### config.mk
export PLATFORM = sky130hd
export DESIGN_NAME = iram_access_sequencer
export DESIGN_NICKNAME = d
export VERILOG_FILES = /design/src/rtl/iram_access_sequencer.sv
export SDC_FILE = /design/constraint.sdc
export NUM_CORES = 1
export LEC_CHECK = 0
export CAP_MARGIN = 15
export CORE_ASPECT_RATIO = 2
export CORE_MARGIN = 2
export CORE_UTILIZATION = 49
export DETAILED_ROUTE_END_ITERATION = 6
export MAX_ROUTING_LAYER = met4
export PLACE_DENSITY_LB_ADDON = 0.1
export SYNTH_ARGS = -nofsm -noshare
export SYNTH_HDL_FRONTEND = slang
export SYNTH_SLANG_ARGS = --single-unit
### constraint.sdc
create_clock -name CPUClock -period 3.85 [get_ports CPUClock]
set_clock_uncertainty 0.2 [all_clocks]
set_input_delay 0.385 -clock CPUClock [delete_from_list [all_inputs] [get_ports CPUClock]]
set_output_delay 0.385 -clock CPUClock [all_outputs]
set_load 0.01 [all_outputs]
### src/rtl/iram_access_sequencer.sv
// Internal data RAM sequencer: arbitrates CPU and monitor requests, resolves
// @Ri pointer fetches, and drives the 256x8 RAM write port and sync read port.
module iram_access_sequencer #(
    parameter int MON_STARVE_LIMIT = 4
) (
    input  logic       CPUClock,
    input  logic       nRESET,
    input  logic       CPU_REQ,
    input  logic       CPU_WR,
    input  logic       CPU_IND,
    input  logic [7:0] CPU_ADDR,
    input  logic [7:0] CPU_WDATA,
    input  logic [1:0] PSW43,
    input  logic       iR_SEL,
    output logic       CPU_ACK,
    output logic       CPU_RVALID,
    output logic [7:0] CPU_RDATA,
    input  logic       MON_REQ,
    input  logic       MON_WR,
    input  logic [7:0] MON_ADDR,
    input  logic [7:0] MON_WDATA,
    output logic       MON_ACK,
    output logic       MON_RVALID,
    output logic [7:0] MON_RDATA,
    output logic       RAM_RD_EN,
    output logic [7:0] RAM_RD_ADDR,
    input  logic [7:0] RAM_RDATA,
    output logic       RAM_WR_EN,
    output logic [7:0] RAM_WR_ADDR,
    output logic [7:0] RAM_WR_DATA,
    output logic       BUSY
);

    typedef enum logic [2:0] {
        IDLE, PTR_RD, PTR_LAT, ACCESS, RD_WAIT, RD_RET
    } state_t;

    localparam logic [3:0] LIMIT = 4'(MON_STARVE_LIMIT);

    state_t     state, state_nxt;
    logic [3:0] starve_cnt;
    logic [7:0] ptr;
    logic       own_mon, op_wr, op_ind, op_sfr;
    logic [7:0] op_addr, op_wdata;
    logic       mon_wins, grant_mon, grant_cpu;
    logic [7:0] acc_addr;

    assign mon_wins  = MON_REQ && (!CPU_REQ || starve_cnt == LIMIT);
    assign grant_mon = (state == IDLE) && mon_wins;
    assign grant_cpu = (state == IDLE) && CPU_REQ && !mon_wins;
    assign acc_addr  = op_ind ? ptr : op_addr;

    always_ff @(posedge CPUClock or negedge nRESET) begin
        if (!nRESET) state <= IDLE;
        else         state <= state_nxt;
    end

    always_comb begin
        state_nxt   = state;
        CPU_ACK     = 1'b0;
        MON_ACK     = 1'b0;
        RAM_RD_EN   = 1'b0;
        RAM_RD_ADDR = 8'h00;
        RAM_WR_EN   = 1'b0;
        RAM_WR_ADDR = 8'h00;
        RAM_WR_DATA = 8'h00;
        BUSY        = (state != IDLE);
        unique case (state)
            IDLE: begin
                if (grant_cpu && CPU_IND)    state_nxt = PTR_RD;
                else if (grant_cpu || grant_mon) state_nxt = ACCESS;
            end
            PTR_RD: begin
                RAM_RD_EN   = 1'b1;
                RAM_RD_ADDR = op_addr;
                state_nxt   = PTR_LAT;
            end
            PTR_LAT: state_nxt = ACCESS;
            ACCESS: begin
                CPU_ACK = !own_mon;
                MON_ACK = own_mon;
                if (op_wr) begin
                    RAM_WR_EN   = !op_sfr;
                    RAM_WR_ADDR = op_sfr ? 8'h00 : acc_addr;
                    RAM_WR_DATA = op_sfr ? 8'h00 : op_wdata;
                    state_nxt   = IDLE;
                end else begin
                    RAM_RD_EN   = !op_sfr;
                    RAM_RD_ADDR = op_sfr ? 8'h00 : acc_addr;
                    state_nxt   = RD_WAIT;
                end
            end
            RD_WAIT: state_nxt = RD_RET;
            RD_RET:  state_nxt = IDLE;
            default: state_nxt = IDLE;
        endcase
    end

    // Winner's fields are frozen at the grant edge; @Ri latches the Ri address.
    always_ff @(posedge CPUClock or negedge nRESET) begin
        if (!nRESET) begin
            own_mon  <= 1'b0;
            op_wr    <= 1'b0;
            op_ind   <= 1'b0;
            op_sfr   <= 1'b0;
            op_addr  <= 8'h00;
            op_wdata <= 8'h00;
        end else if (grant_mon) begin
            own_mon  <= 1'b1;
            op_wr    <= MON_WR;
            op_ind   <= 1'b0;
            op_sfr   <= 1'b0;
            op_addr  <= MON_ADDR;
            op_wdata <= MON_WDATA;
        end else if (grant_cpu) begin
            own_mon  <= 1'b0;
            op_wr    <= CPU_WR;
            op_ind   <= CPU_IND;
            op_sfr   <= !CPU_IND && CPU_ADDR[7];
            op_addr  <= CPU_IND ? {3'b000, PSW43, 2'b00, iR_SEL} : CPU_ADDR;
            op_wdata <= CPU_WDATA;
        end
    end

    always_ff @(posedge CPUClock or negedge nRESET) begin
        if (!nRESET) begin
            starve_cnt <= 4'd0;
        end else if (!MON_REQ || grant_mon) begin
            starve_cnt <= 4'd0;
        end else if (grant_cpu && starve_cnt < LIMIT) begin
            starve_cnt <= starve_cnt + 4'd1;
        end
    end

    always_ff @(posedge CPUClock or negedge nRESET) begin
        if (!nRESET) begin
            ptr        <= 8'h00;
            CPU_RDATA  <= 8'h00;
            MON_RDATA  <= 8'h00;
            CPU_RVALID <= 1'b0;
            MON_RVALID <= 1'b0;
        end else begin
            CPU_RVALID <= (state == RD_RET) && !own_mon;
            MON_RVALID <= (state == RD_RET) && own_mon;
            if (state == PTR_LAT) ptr <= RAM_RDATA;
            if (state == RD_RET) begin
                if (own_mon) MON_RDATA <= RAM_RDATA;
                else         CPU_RDATA <= op_sfr ? 8'h00 : RAM_RDATA;
            end
        end
    end

endmodule

Word level (Yosys, flattened, before mapping)

Index checks and enable logic that the tools add are counted.

Add/sub/neg operators: 1
Mux-type cells: 35
Equality and inequality tests: 7
Reductions and logical operators: 24
Bitwise logic cells: 1
$lt $le $gt $ge: 1

Operator list:

| operator                                                                 | number |
|---|---|
| 8-bit 2-to-1 mux                                                         | 14 |
| 8-bit one-hot mux with 2 select lines                                    | 1 |
| 3-bit one-hot mux with 5 select lines                                    | 1 |
| 1-bit 2-to-1 mux                                                         | 13 |
| 1-bit logical AND                                                        | 9 |
| 3-bit 2-to-1 mux                                                         | 3 |
| 4-bit 2-to-1 mux                                                         | 2 |
| 3-bit by 2-bit == test with 1-bit output (second input constant)         | 2 |
| 3-bit == test (second input constant)                                    | 2 |
| 1-bit zero test                                                          | 6 |
| 4-bit by 1-bit adder with 4-bit output (second input constant)           | 1 |
| 4-bit by 3-bit == test with 1-bit output (second input constant)         | 1 |
| 4-bit by 3-bit < comparator with 1-bit output (second input constant)    | 1 |
| 2-bit AND reduction                                                      | 2 |
| 2-bit nonzero test                                                       | 2 |
| 3-bit by 1-bit == test with 1-bit output (second input constant)         | 1 |
| 3-bit zero test                                                          | 1 |
| 1-bit logical OR                                                         | 3 |
| 3-bit by 1-bit inequality test with 1-bit output (second input constant) | 1 |
| 3-bit nonzero test                                                       | 1 |
| 1-bit one-hot mux with 2 select lines                                    | 1 |
| 1-bit inverter                                                           | 1 |

Logic and storage cells: 82
Input bits: 50
Bits in registers: 53
Output and inout bits: 47

Longest topological paths before layout

Depth in word-level cells: 9
Mapped depth: 7
Gate-level depth less buffers: 5

Worst setup path before layout

OpenSTA, ideal clock, no wires.

Path kind: register to output
Start point: reg op_sfr
End point: out RAM_WR_ADDR[6]
Buffers on the path: 2
Arrival time: 1.395 ns
Data required time: 3.265 ns
Slack: 1.870 ns
Stages on the path, launching flop included: 6
Cells stage by stage: dfrtp_1 -> nand4bb_1 -> or2_2 -> buf_2 -> clkbuf_1 -> nor2_1

Cells in the longest elaborated chain, start to end: 3

RTL lines:

| element                  | line | RTL |
|---|---|---|
| start: declaration       | 43   | `logic own_mon, op_wr, op_ind, op_sfr;` |
| start signal: assignment | 119  | `op_sfr <= !CPU_IND && CPU_ADDR[7];` |
| 8-bit 2-to-1 mux         | 84   | `RAM_WR_ADDR = op_sfr ? 8'h00 : acc_addr;` |
| 8-bit 2-to-1 mux         | 82   | `if (op_wr) begin` |
| 8-bit 2-to-1 mux         | 68   | `unique case (state)` |
| end: declaration         | 29   | `output logic [7:0] RAM_WR_ADDR,` |

No other way between the ends.

Worst setup path in the final report

Start point: reg op_ind
End point: out RAM_RD_ADDR[2]

Cells in the longest elaborated chain, start to end: 4

RTL lines:

| element                               | line | RTL |
|---|---|---|
| start: declaration                    | 43   |  |
| start signal: assignment              | 104  | `op_ind <= 1'b0;` |
| start signal: assignment              | 111  | `op_ind <= 1'b0;` |
| start signal: assignment              | 118  | `op_ind <= CPU_IND;` |
| 8-bit 2-to-1 mux                      | 51   | `assign acc_addr = op_ind ? ptr : op_addr;` |
| 8-bit 2-to-1 mux                      | 89   | `RAM_RD_ADDR = op_sfr ? 8'h00 : acc_addr;` |
| 8-bit 2-to-1 mux                      | 82   |  |
| 8-bit one-hot mux with 2 select lines | 68   |  |
| end: declaration                      | 26   | `output logic [7:0] RAM_RD_ADDR,` |

No other way between the ends.

==> impl_metrics.toml <==
[floorplanning]
core_sq_mm = 0.00547
pin_count = 97
initial_core_util_pct = 51.0
fp.dieH_um = 111
core.rowCount = 38
die_w_um = 57.3
die-area_sq_mm = 0.00635

[clock_network]
h-tree-depth = 2
cts.sinks = 53
cts_root_buf = "clkbuf_8"
cts_tree = "yes"
clk_latency_ns = 0.31
clk_pin_slew_ns = 0.10
cts_buffer_depth = 2
cts_buffers = 5

[global_route]
grt_pass1_wl_um = 12100
antenna_found_initial = 0
track_usage_pct = 24.5
grt_overflow_total = 0
grt_pass1_vias = 2521
grt_max_degree = 42

[placement]
preCtsSetupSlack_ns = 1.07
dp_cells = 411
place_hpwl_um = 5140
place_congestion = 0.788
port_buffers = 96
post_dp_cell_area_sq_mm = 0.00374

[critical_path]
path_class = "register to output pin"
critical_path.max_fanout = 11
cp_slowest_cell = "dfrtp_1"
reg2reg_depth = 5
arrival_ns = 2.56
worstPathRequired_ns = 3.26
slowest_delay_ns = 0.58
end_kind = "output pin"
startpoint_type = "register"
path_cells = "o31a_1, nor3b_2, a22o_1, clkdlybuf4s50_1"

[hold_path]
hp-class = "register to register"
holdPathStages = 2

[yosys]
syn_avg_cell_area_sq_um = 10.3
synth_edf_count = 0
synthCells = 271
synth_fp_nets = 323
synth_seq_cells = 53
yosys_most_used_dff = "dfrtp_1"
yosysWarnings = 0
netlist_area_sq_mm = 0.00279
yosysUniqueCellTypes = 46
ys_seq_area_share_pct = 47.6
ys_async_sr_fraction_pct = 100

[route]
wire_per_inst_um = 16.8
ant_nets = 0
drc = 0
drtIter0Drc = 59
routed_via_density = 5.71
vias = 2397
dr.pass1.iters = 5
routed_wl_um = 7040

[sta]
drv_slew = 0
finalHoldViolations = 0
timing.setup.tns_ns = 0
whs_ns = 0.285
fin_ws_ns = 0.704
finalSetupViolCount = 0
timing.final.crit_period_ns = 3.15
fmax_mhz = 318
post-route-period-util_pct = 81.7
maxSlewHeadroom_pct = 41.8
worst_pin_slew_ns = 0.868
rsz0062_at_grt = "false"

[power_and_ir_drop]
power.density_mw_per_mm2 = 707
ir_drop_uv = 548
total_power_mw = 2.75
p_leak_nw = 1.64

[finish]
final_core_util_pct = 71.0
layout.nets = 411
instances_no_fill = 420
design_area_sq_mm = 0.00388
final_cell_mix = "95 x clkdlybuf4s50_1, 53 x dfrtp_1, 29 x nand2_1"
syn_to_final_growth_pct = 39.3
mostFrequentLayoutCell = "clkdlybuf4s50_1"
insertedDiodeCount = 0
drive_above_1_share_pct = 12.8

[flow_run]
drv_cap = 0

[outcome]
status = "complete, no violations"
registers in the layout, indices dropped and copies added (netlist names):
| name | cells |
|---|---|
| CPU_RDATA | 8 |
| MON_RDATA | 8 |
| op_addr | 8 |
| op_wdata | 8 |
| ptr | 8 |
| starve_cnt | 4 |
| state | 3 |
| CPU_RVALID | 1 |
| MON_RVALID | 1 |
| op_ind | 1 |
| op_sfr | 1 |
| op_wr | 1 |
| own_mon | 1 |
final cells by class:
| class | instances | area, sq um |
|---|---|---|
| repair buffers | 102 | 1000 |
| flip-flops and latches | 53 | 1330 |
| well taps | 60 | 75.1 |
| multi-input cells | 173 | 1250 |
| inverters | 24 | 90.1 |
| clock buffers | 5 | 68.8 |
| clock inverters | 3 | 65.1 |
| fillers | 442 | 1580 |
power by group:
part / internal (mW) / switching [mW] / total (mW)
Clock: 0.258 / 0.188 / 0.446
Combinational: 0.724 / 0.548 / 1.27
Sequential: 0.803 / 0.224 / 1.03
Total: 1.79 / 0.960 / 2.75
logic make-up after synthesis:
family	synth area share [%]
AND/OR/NAND/NOR	17.5
multiplexers	10.4
adder cells (fa/ha/maj)	0.897
AO/OA/AOI/OAI	15.9
buffers and inverters	7.67
flip-flops	47.6
critical path, delay by kind of cell, from the launching register on:
| family | cells | cell delay [ns] |
|---|---|---|
| AND/OR/NAND/NOR | 1 | 0.52 |
| buffers and inverters | 1 | 0.53 |
| flip-flops | 1 | 0.58 |
| AO/OA/AOI/OAI | 2 | 0.62 |
routing by layer:
| metal | vias up | global-route usage [%] | wire length [um] |
|---|---|---|---|
| met5 | - | - | 0 |
| met4 | 0 | 6.05 | 84 |
| met3 | 7 | 3.85 | 324 |
| met2 | 82 | 43.6 | 4030 |
| li1 | 1152 | - | - |
| met1 | 1156 | 27.9 | 2600 |
final timing paths:
path,to,slack [ns],startpoint
setup / recovery,RAM_RD_ADDR[2],0.70,op_ind
hold / removal,CPU_RDATA[6],0.29,CPU_RDATA[6]
setup reg to reg,op_wr,1.54,state[2]
hold reg to reg,CPU_RDATA[6],0.29,CPU_RDATA[6]
max in group asynchronous,ptr[3],2.20,nRESET
min in group asynchronous,MON_RVALID,0.47,nRESET
synthesized netlist by cell type, drive strengths merged, types with 2 or more instances:
master / n / share of area, %
o221ai: 10 / 3.1
ha: 2 / 0.90
nand4: 16 / 3.6
nand4b: 2 / 0.85
nor2: 20 / 2.7
a22o: 7 / 2.2
nand2: 29 / 3.9
o21ai: 12 / 2.2
and3: 2 / 0.45
o2111ai: 4 / 1.3
nand2b: 6 / 1.3
mux2i: 11 / 3.9
nor3: 2 / 0.54
or2b: 2 / 0.54
a21oi: 3 / 0.94
buf: 14 / 3.5
dfrtp: 53 / 48
clkbuf: 7 / 0.94
nor2b: 2 / 0.45
nand4bb: 2 / 0.81
nor3b: 2 / 0.90
o221a: 8 / 3.2
o31ai: 2 / 0.54
a221oi: 2 / 0.63
mux2: 16 / 6.5
inv: 23 / 3.1
what timing repair did:
action / in CTS / in global routing
resized for setup: 0 / 0
hold buffers: 1 / 0
buffers inserted: 0 / 0
endpoints found under the hold margin: 32 / 0
Note: power is estimated with default switching activity, not from simulation.
